==> config.mk <==
export PLATFORM = sky130hd
export DESIGN_NAME = register_file_sb
export DESIGN_NICKNAME = d
export VERILOG_FILES = /design/src/rtl/register_file_sb.sv
export SDC_FILE = /design/constraint.sdc
export NUM_CORES = 2
export LEC_CHECK = 0
export CORE_MARGIN = 3
export CORE_UTILIZATION = 56
export CTS_CLUSTER_SIZE = 40
export DETAILED_ROUTE_END_ITERATION = 10
export GPL_ROUTABILITY_DRIVEN = 0
export HOLD_SLACK_MARGIN = 0.12
export PLACE_DENSITY = 0.73
export SLEW_MARGIN = 20
export SYNTH_ARGS = -nofsm -noshare
export SYNTH_HDL_FRONTEND = slang
export SYNTH_SLANG_ARGS = --single-unit
==> constraint.sdc <==
create_clock -name clk -period 10.08 [get_ports clk]
set_input_delay 2.52 -clock clk [delete_from_list [all_inputs] [get_ports clk]]
set_output_delay 2.52 -clock clk [all_outputs]
set_load 0.05 [all_outputs]
==> src/rtl/register_file_sb.sv <==
// register_file_sb -- parametrised CPU register file with a pending-write
// scoreboard.
//
// The file has NUM_RD combinational read ports and one write port. Register 0
// always reads as zero and can never be marked busy. When BYPASS=1, a write
// that is in flight in the current cycle is forwarded to reads of the same
// index. The busy vector is set by decode when it issues a long-latency op
// (reserve) and cleared by writeback when the result lands (write).
//
// Ports:
//   clk           core clock; all state changes on the rising edge
//   rst           synchronous, active-high reset (data, busy and count to 0)
//   reg_write     write enable for the writeback port
//   write_index   destination register of the write
//   write_data    data to write
//   read_index    packed read indices; port p = [p*IDX_W +: IDX_W]
//   read_data     packed read data; port p = [p*DATA_W +: DATA_W]
//   read_busy     per-port RAW-hazard flag (register has a pending write)
//   reserve_en    mark reserve_index as pending
//   reserve_index register to reserve
//   flush         clear every pending bit (the data write still happens)
//   pending_cnt   number of registers currently pending (registered)
module register_file_sb #(
  parameter int DATA_W   = 32,
  parameter int NUM_REGS = 32,
  parameter int IDX_W    = $clog2(NUM_REGS),
  parameter int NUM_RD   = 2,
  parameter int BYPASS   = 1
) (
  input  logic                     clk,
  input  logic                     rst,
  input  logic                     reg_write,
  input  logic [IDX_W-1:0]         write_index,
  input  logic [DATA_W-1:0]        write_data,
  input  logic [NUM_RD*IDX_W-1:0]  read_index,
  output logic [NUM_RD*DATA_W-1:0] read_data,
  output logic [NUM_RD-1:0]        read_busy,
  input  logic                     reserve_en,
  input  logic [IDX_W-1:0]         reserve_index,
  input  logic                     flush,
  output logic [IDX_W:0]           pending_cnt
);

  logic [DATA_W-1:0]   regs_q [NUM_REGS];
  logic [NUM_REGS-1:0] busy_q;
  logic [NUM_REGS-1:0] busy_d;
  logic [IDX_W:0]      cnt_q;
  logic [IDX_W:0]      cnt_d;

  // Writes and reserves aimed at register 0 are discarded everywhere.
  logic wr_en;
  logic rsv_en;
  assign wr_en  = reg_write  && (write_index   != '0);
  assign rsv_en = reserve_en && (reserve_index != '0);

  // Scoreboard next state. Within the non-flush case the set is applied after
  // the clear, so a reserve and a completing write to the same register leave
  // it busy: the reserving op is younger than the one writing back.
  always_comb begin
    busy_d = busy_q;
    if (flush) begin
      busy_d = '0;
    end else begin
      if (wr_en)  busy_d[write_index]   = 1'b0;
      if (rsv_en) busy_d[reserve_index] = 1'b1;
    end
    busy_d[0] = 1'b0;
  end

  // The count is registered from the post-update vector so it always matches
  // busy_q in the same cycle.
  always_comb begin
    cnt_d = '0;
    for (int i = 1; i < NUM_REGS; i++) begin
      cnt_d = cnt_d + {{IDX_W{1'b0}}, busy_d[i]};
    end
  end

  always_ff @(posedge clk) begin
    if (rst) begin
      for (int i = 0; i < NUM_REGS; i++) regs_q[i] <= '0;
      busy_q <= '0;
      cnt_q  <= '0;
    end else begin
      if (wr_en) regs_q[write_index] <= write_data;
      busy_q <= busy_d;
      cnt_q  <= cnt_d;
    end
  end

  assign pending_cnt = cnt_q;

  // Read ports. A forwarded write also hides the busy bit, because the value
  // the reader receives is exactly the one that would clear it.
  logic [IDX_W-1:0] rd_idx;
  always_comb begin
    read_data = '0;
    read_busy = '0;
    rd_idx    = '0;
    for (int p = 0; p < NUM_RD; p++) begin
      rd_idx = read_index[p*IDX_W +: IDX_W];
      if (rd_idx == '0) begin
        read_data[p*DATA_W +: DATA_W] = '0;
        read_busy[p]                  = 1'b0;
      end else if ((BYPASS != 0) && wr_en && (write_index == rd_idx)) begin
        read_data[p*DATA_W +: DATA_W] = write_data;
        read_busy[p]                  = 1'b0;
      end else begin
        read_data[p*DATA_W +: DATA_W] = regs_q[rd_idx];
        read_busy[p]                  = busy_q[rd_idx];
      end
    end
  end

endmodule
# [Word-level counts from Yosys, hierarchy flattened]
# Memories as Yosys holds them, arrays and structs flattened.
# Cells that the tools add are included.
[word_totals] reg_bits=38 latchBits=0 ramBits=1024 mem_bits_ro=0 in_bits=57 out_inout_bits=72 word_cells=84 memories=1
[mem_list] memory="regs_q" words=32 width=32 rd=2 rd_clocked_by_memory_dff=0 write_ports=32 line="44" source="logic [DATA_W-1:0] regs_q [NUM_REGS];"
[classes] n_addsub=30 multipliers=0 n_div=0 magnitude_cmp=6 eq_ne=2 n_shift=0 mux=28 bitwise=3 reduce_logical=11
[ops] cell="32-bit two-way mux" count=9
[ops] cell="6-bit by 1-bit adder with 6-bit output" count=25
[ops] cell="32-bit AND" count=1
[ops] cell="32-bit inverter" count=1
[ops] cell="32-bit bitwise OR" count=1
[ops] cell="32-bit OR reduction" count=1
[ops] cell="5-bit by 6-bit less-than comparator with 1-bit output (second input constant)" count=4
[ops] cell="1-bit two-way mux" count=14
[ops] cell="1-bit binary-select mux with 5-bit select" count=2
[ops] cell="1-bit demux with 5-bit select" count=2
[ops] cell="5-bit == test" count=2
[ops] cell="5-bit by 1-bit greater-or-equal comparator with 1-bit output (second input constant)" count=2
[ops] cell="5-bit zero test" count=2
[ops] cell="5-bit nonzero test" count=2
[ops] cell="5-bit by 1-bit adder with 6-bit output" count=1
[ops] cell="1-bit logical AND" count=6
[ops] cell="4-bit by 1-bit adder with 5-bit output" count=1
[ops] cell="5-bit two-way mux" count=1
[ops] cell="3-bit by 1-bit adder with 4-bit output" count=1
[ops] cell="2-bit by 1-bit adder with 3-bit output" count=1
[ops] cell="1-bit by 1-bit adder with 2-bit output" count=1

# [Longest topological paths before layout]
[logic_depth] depth_word=41 depth_mapped=22

# [Worst setup path after synthesis]
# Ideal clock, no wire load.
[synth_timing] kind="input port to flip-flop" startpoint="input write_index[4]" endpoint="register cnt_q[4], in the netlist pending_cnt[4]" arrival_time_ns=7.848 required_ns=9.952 setup_slack_ns=2.105 cell_stages=21 cell_sequence="buf_2 -> buf_1 -> nand4b_1 -> o21ai_0 -> a21oi_1 -> fa_1 -> inv_1 -> fa_1 -> inv_1 -> fa_1 -> inv_1 -> fa_1 -> fa_1 -> fa_1 -> fa_1 -> inv_1 -> fa_1 -> a21o_1 -> a21oi_1 -> xor2_1 -> nor2_1"
[synth_between] elab_cells_between_ends=44 classes_between="add/sub: 30; order compare: 2; mux: 6; bitwise: 3; reduce/logical: 3"
[synth_rtl] item="start, declared" line="33" source="input logic [IDX_W-1:0] write_index,"
[synth_rtl] item="5-bit by 6-bit less-than comparator with 1-bit output (not written as such) / 5-bit by 1-bit greater-or-equal comparator with 1-bit output (equally long branches)" line="64" source="if (wr_en) busy_d[write_index] = 1'b0;"
[synth_rtl] item="1-bit logical AND (not written as such)" line="64"
[synth_rtl] item="1-bit two-way mux (not written as such)" line="64"
[synth_rtl] item="1-bit demux with 5-bit select" line="64"
[synth_rtl] item="32-bit inverter (no line)"
[synth_rtl] item="32-bit AND (no line)"
[synth_rtl] item="32-bit two-way mux (*)" line="64"
[synth_rtl] item="32-bit two-way mux (*)" line="61" source="if (flush) begin"
[synth_rtl] item="32-bit bitwise OR (no line)"
[synth_rtl] item="32-bit two-way mux (*)" line="65" source="if (rsv_en) busy_d[reserve_index] = 1'b1;"
[synth_rtl] item="32-bit two-way mux (*)" line="61"
[synth_rtl] item="via busy_d[24]" line="46" source="logic [NUM_REGS-1:0] busy_d;"
[synth_rtl] item="6-bit by 1-bit adder with 6-bit output (*) (8 in a row)" line="75" source="cnt_d = cnt_d + {{IDX_W{1'b0}}, busy_d[i]};"
[synth_rtl] item="end signal, assigned" line="87" source="cnt_q <= cnt_d;"
[synth_rtl] item="end, declared" line="47" source="logic [IDX_W:0] cnt_q;"
# Mark *: on every way through the listed nets, which the timed path passes. The rest lies on a longest branch. The select of a mux whose other input is x is not followed.
# A chain may end at the register's enable or synchronous reset.

# [Worst setup path in the final report]
[layout_timing] startpoint="input write_index[2]" endpoint="output read_data[60]"
[layout_between] elab_chain_len=5 elab_cells_between_ends=6 classes_between="eq/ne: 1; mux: 2; reduce/logical: 3"
[layout_lines] item="5-bit nonzero test" line="53" source="assign wr_en = reg_write && (write_index != '0);"
[layout_lines] item="1-bit logical AND" line="53"
[layout_lines] item="1-bit logical AND (*)" line="105" source="end else if ((BYPASS != 0) && wr_en && (write_index == rd_idx)) begin"
[layout_lines] item="32-bit two-way mux (*)" line="105"
[layout_lines] item="32-bit two-way mux (*)" line="102" source="if (rd_idx == '0) begin"
[layout_lines] item="end, declared" line="36" source="output logic [NUM_RD*DATA_W-1:0] read_data,"
# Mark *: on every way between the ends. The rest lies on a longest branch, timed or not.

==> key figures <==
Power
  – Static Leak: about 23 nW
  – Cell Pwr Density: about 170 nW/um^2
  – Internal power: between 0.007 and 0.008 W
  – NetSw: approximately 0.0029 W
  – Peak VDD IR: between 0.0001 and 0.00015 V
  – Clock Power Share: between 30% and 40%
  – Total power: 0.01086 W
  – Comb pwr share: approximately 15%
  – Sequential power share: roughly 48%
  – Sw Share: about a quarter

Placement
  – IO Port Bufs: 128
  – Hpwl dp: ~110000 um
  – DP Cell Count: approximately 5300

Clock tree
  – Postcts setup bufs: 0
  – CTS sink cnt: roughly 1100
  – # hold bufs at CTS: 0
  – Gates resized, CTS repair: 0
  – Worst-Skew Late Latency: about 700 ps
  – Root buf cell: clkbuf_16
  – H-Tree Depth: 3
  – CTS tree: done
  – Clk slew on worst S/H paths: 60 ps
  – CTS max path bufs: 3
  – Number of CTS-inserted buffers: between 100 and 150

Synth
  – Ys flop type: edfxtp_1
  – Register area share after synthesis: between 50% and 60%
  – Syn avg cell area: 14.43 sq um
  – Mapped Cells: approximately 4000
  – Synth cell types: between 60 and 70
  – Synthesized area: a little under 60000 sq um
  – Synth Warn #: 0
  – Asr flop ratio synth: 0%
  – Synth Register Bits: around 1100
  – EDFF count, synth: 1024

Die
  – Die area: between 100000 and 150000 sq um
  – Ports: between 100 and 150
  – Die width: roughly 330 um
  – Die Ht: between 300 and 400 um
  – Core area: 102800 sq um
  – Row cnt: roughly 120
  – Starting Density: a little under three fifths

Worst setup path
  – Worst Reg-to-Reg Cells: 17
  – CP cell instances: clkdlybuf4s50_1, or3_1, o21ai_2, nor3_2, nor4b_1, a221o_1, clkdlybuf4s50_1
  – CP max FO: 15
  – Crit path kind: in -> out
  – Critical path's most frequent cell: clkdlybuf4s50_1
  – Crit path DAT: ~6700 ps
  – Crit path capture type: primary output
  – CP Launch Type: primary input
  – Required @ worst endpoint: roughly 7600 ps
  – Largest stage delay, worst path: between 800 and 900 ps
  – Slowest CP cell: nor4b_1

STA
  – Unrepaired setup endpoints after global routing: false
  – Final setup fails: 0
  – Tcrit/Tclk final: between 90% and 100%
  – Hold WS: between 600 and 700 ps
  – Time the worst path needs with I/O delays and setup: approximately 9200 ps
  – Max Transition Viols Final: 0
  – Max Clk Rate: roughly 0.11 GHz
  – Slew @ Worst Pin: approximately 1200 ps
  – Worst Skew: roughly 23 ps
  – Max-slew headroom: 19.22%
  – Setup_tns: 0 ps
  – Final Hold Viols: 0

Min path
  – Hold/Removal Path Class: reg -> reg
  – Hold depth: 2

Global routing
  – Vias in the first global route: 37880
  – Largest net degree at the start of global routing: 68
  – First-pass GRT wire length: around 270000 um
  – Total grt overflow: 0
  – Initial antenna violation count: 16
  – Global Route Usage Sum: a little over a third

Run
  – MaxCap Viol Count: 0

Layout
  – Area grow syn2layout: 11.37%
  – Layout cell share with drive strength beyond 1: about a quarter
  – Most frequent cells in the layout: 1024 x edfxtp_1, 993 x and2_1, 483 x mux4_2, 198 x mux2i_1, 165 x buf_4
  – Multi-input gate area: 25550 sq um
  – Finished Layout Cells: 5541
  – Commonest non-fill, non-tap cell in the layout: edfxtp_1
  – Number of fill cells: 7377
  – Storage element area: ~31000 sq um
  – Nets@finish: around 4200

Status
  – Status: completed

Drt
  – Final WL: 191800 um
  – DR vias/cell: 7.034
  – Initial DRC Count: slightly above 6000
  – Final ANT Viol Nets: 0
  – Initial DRT Pass Iterations: 6
  – Routed WL per cell: 34.61 um
  – DR DRC count: 0
  – Via Count: 38980
## cells by family (layout without fill, tap and decap cells)
family / Yosys count / after routing / share of synthesized area [%]
other cells: 1 / 42 / 0.006404
compound gates: 400 / 400 / 4.940
fa+ha+maj: 30 / 30 / 0.9358
xor+xnor: 13 / 13 / 0.1944
mux: 739 / 739 / 23.08
simple gates: 1352 / 1352 / 13.50
flops: 1061 / 1061 / 53.78
buf+inv: 463 / 536 / 3.568
## power groups by stage
stage | combinational, W | clock, W | sequential, W
finish | 0.00162 | 0.00404 | 0.00520
global route | 0.00166 | 0.00421 | 0.00522
CTS | 0.00158 | 0.00405 | 0.00519
detailed placement | 0.00158 | 0 | 0.00528
global placement | 0.00157 | 0 | 0.00526
floorplan | 0.00100 | 0 | 0.00524
## critical path, delay by kind of cell
family          cells  cell delay (ps)
compound gates      2              780
buf+inv             2             1560
simple gates        3             1780
## stage by stage
step | utilization (%) | instance area (sq um) | setup slack (ps)
floorplan | - | 58680 | 2105
global placement | 59.98 | 61640 | 1122
detailed placement | 59.97 | 61630 | 1115
CTS | 63.39 | 65150 | 1082
global route | 63.44 | 65190 | 858.7
finish | 63.46 | 65220 | 899.0
## layer usage
layer / global-route usage (%) / up-vias / part of all wire (%)
li1: - / 15460 / -
met1: 47.95 / 19760 / 35
met2: 53.24 / 3162 / 45
met3: 10.72 / 578 / 15
met4: 14.74 / 14 / 4.6
met5: 0.1775 / - / 0.061
## flip-flops by register name, indices dropped and copies added, names as in the netlist
name and flops:
pending_cnt 6, regs_q 1024, busy_q 31
## final timing paths
kind / startpoint / to / slack, ps
hold reg to reg: busy_q[19] / busy_q[19] / 610
setup reg to reg: busy_q[18] / pending_cnt[4] / 4870
setup / recovery: write_index[2] / read_data[60] / 900
hold / removal: busy_q[19] / busy_q[19] / 610
## cell type report
cell class,instances,share of cell area [%]
clock inverter,67,0.8691
timing repair buffer,294,4.274
clock buffer,139,4.518
sequential,1061,48.29
tap,1368,2.625
antenna,10,0.03837
inverter,36,0.2091
multi-input combinational,2566,39.18
## cell usage after synthesis, types with 37 or more instances
cell type	n	area, sq um
clkbuf_1	301	1130
a21oi_1	63	315.3
nand2_1	144	540.5
buf_2	62	310.3
mux4_2	483	10880
edfxtp_1	1024	30750
a221oi_1	51	446.7
and2_1	993	6212
nor2_1	85	319.1
dfxtp_1	37	740.7
o21ai_0	42	210.2
a22oi_1	37	277.8
mux2i_1	198	1982
mux2_2	58	653.1
Note: power is estimated with default switching activity, not from simulation.
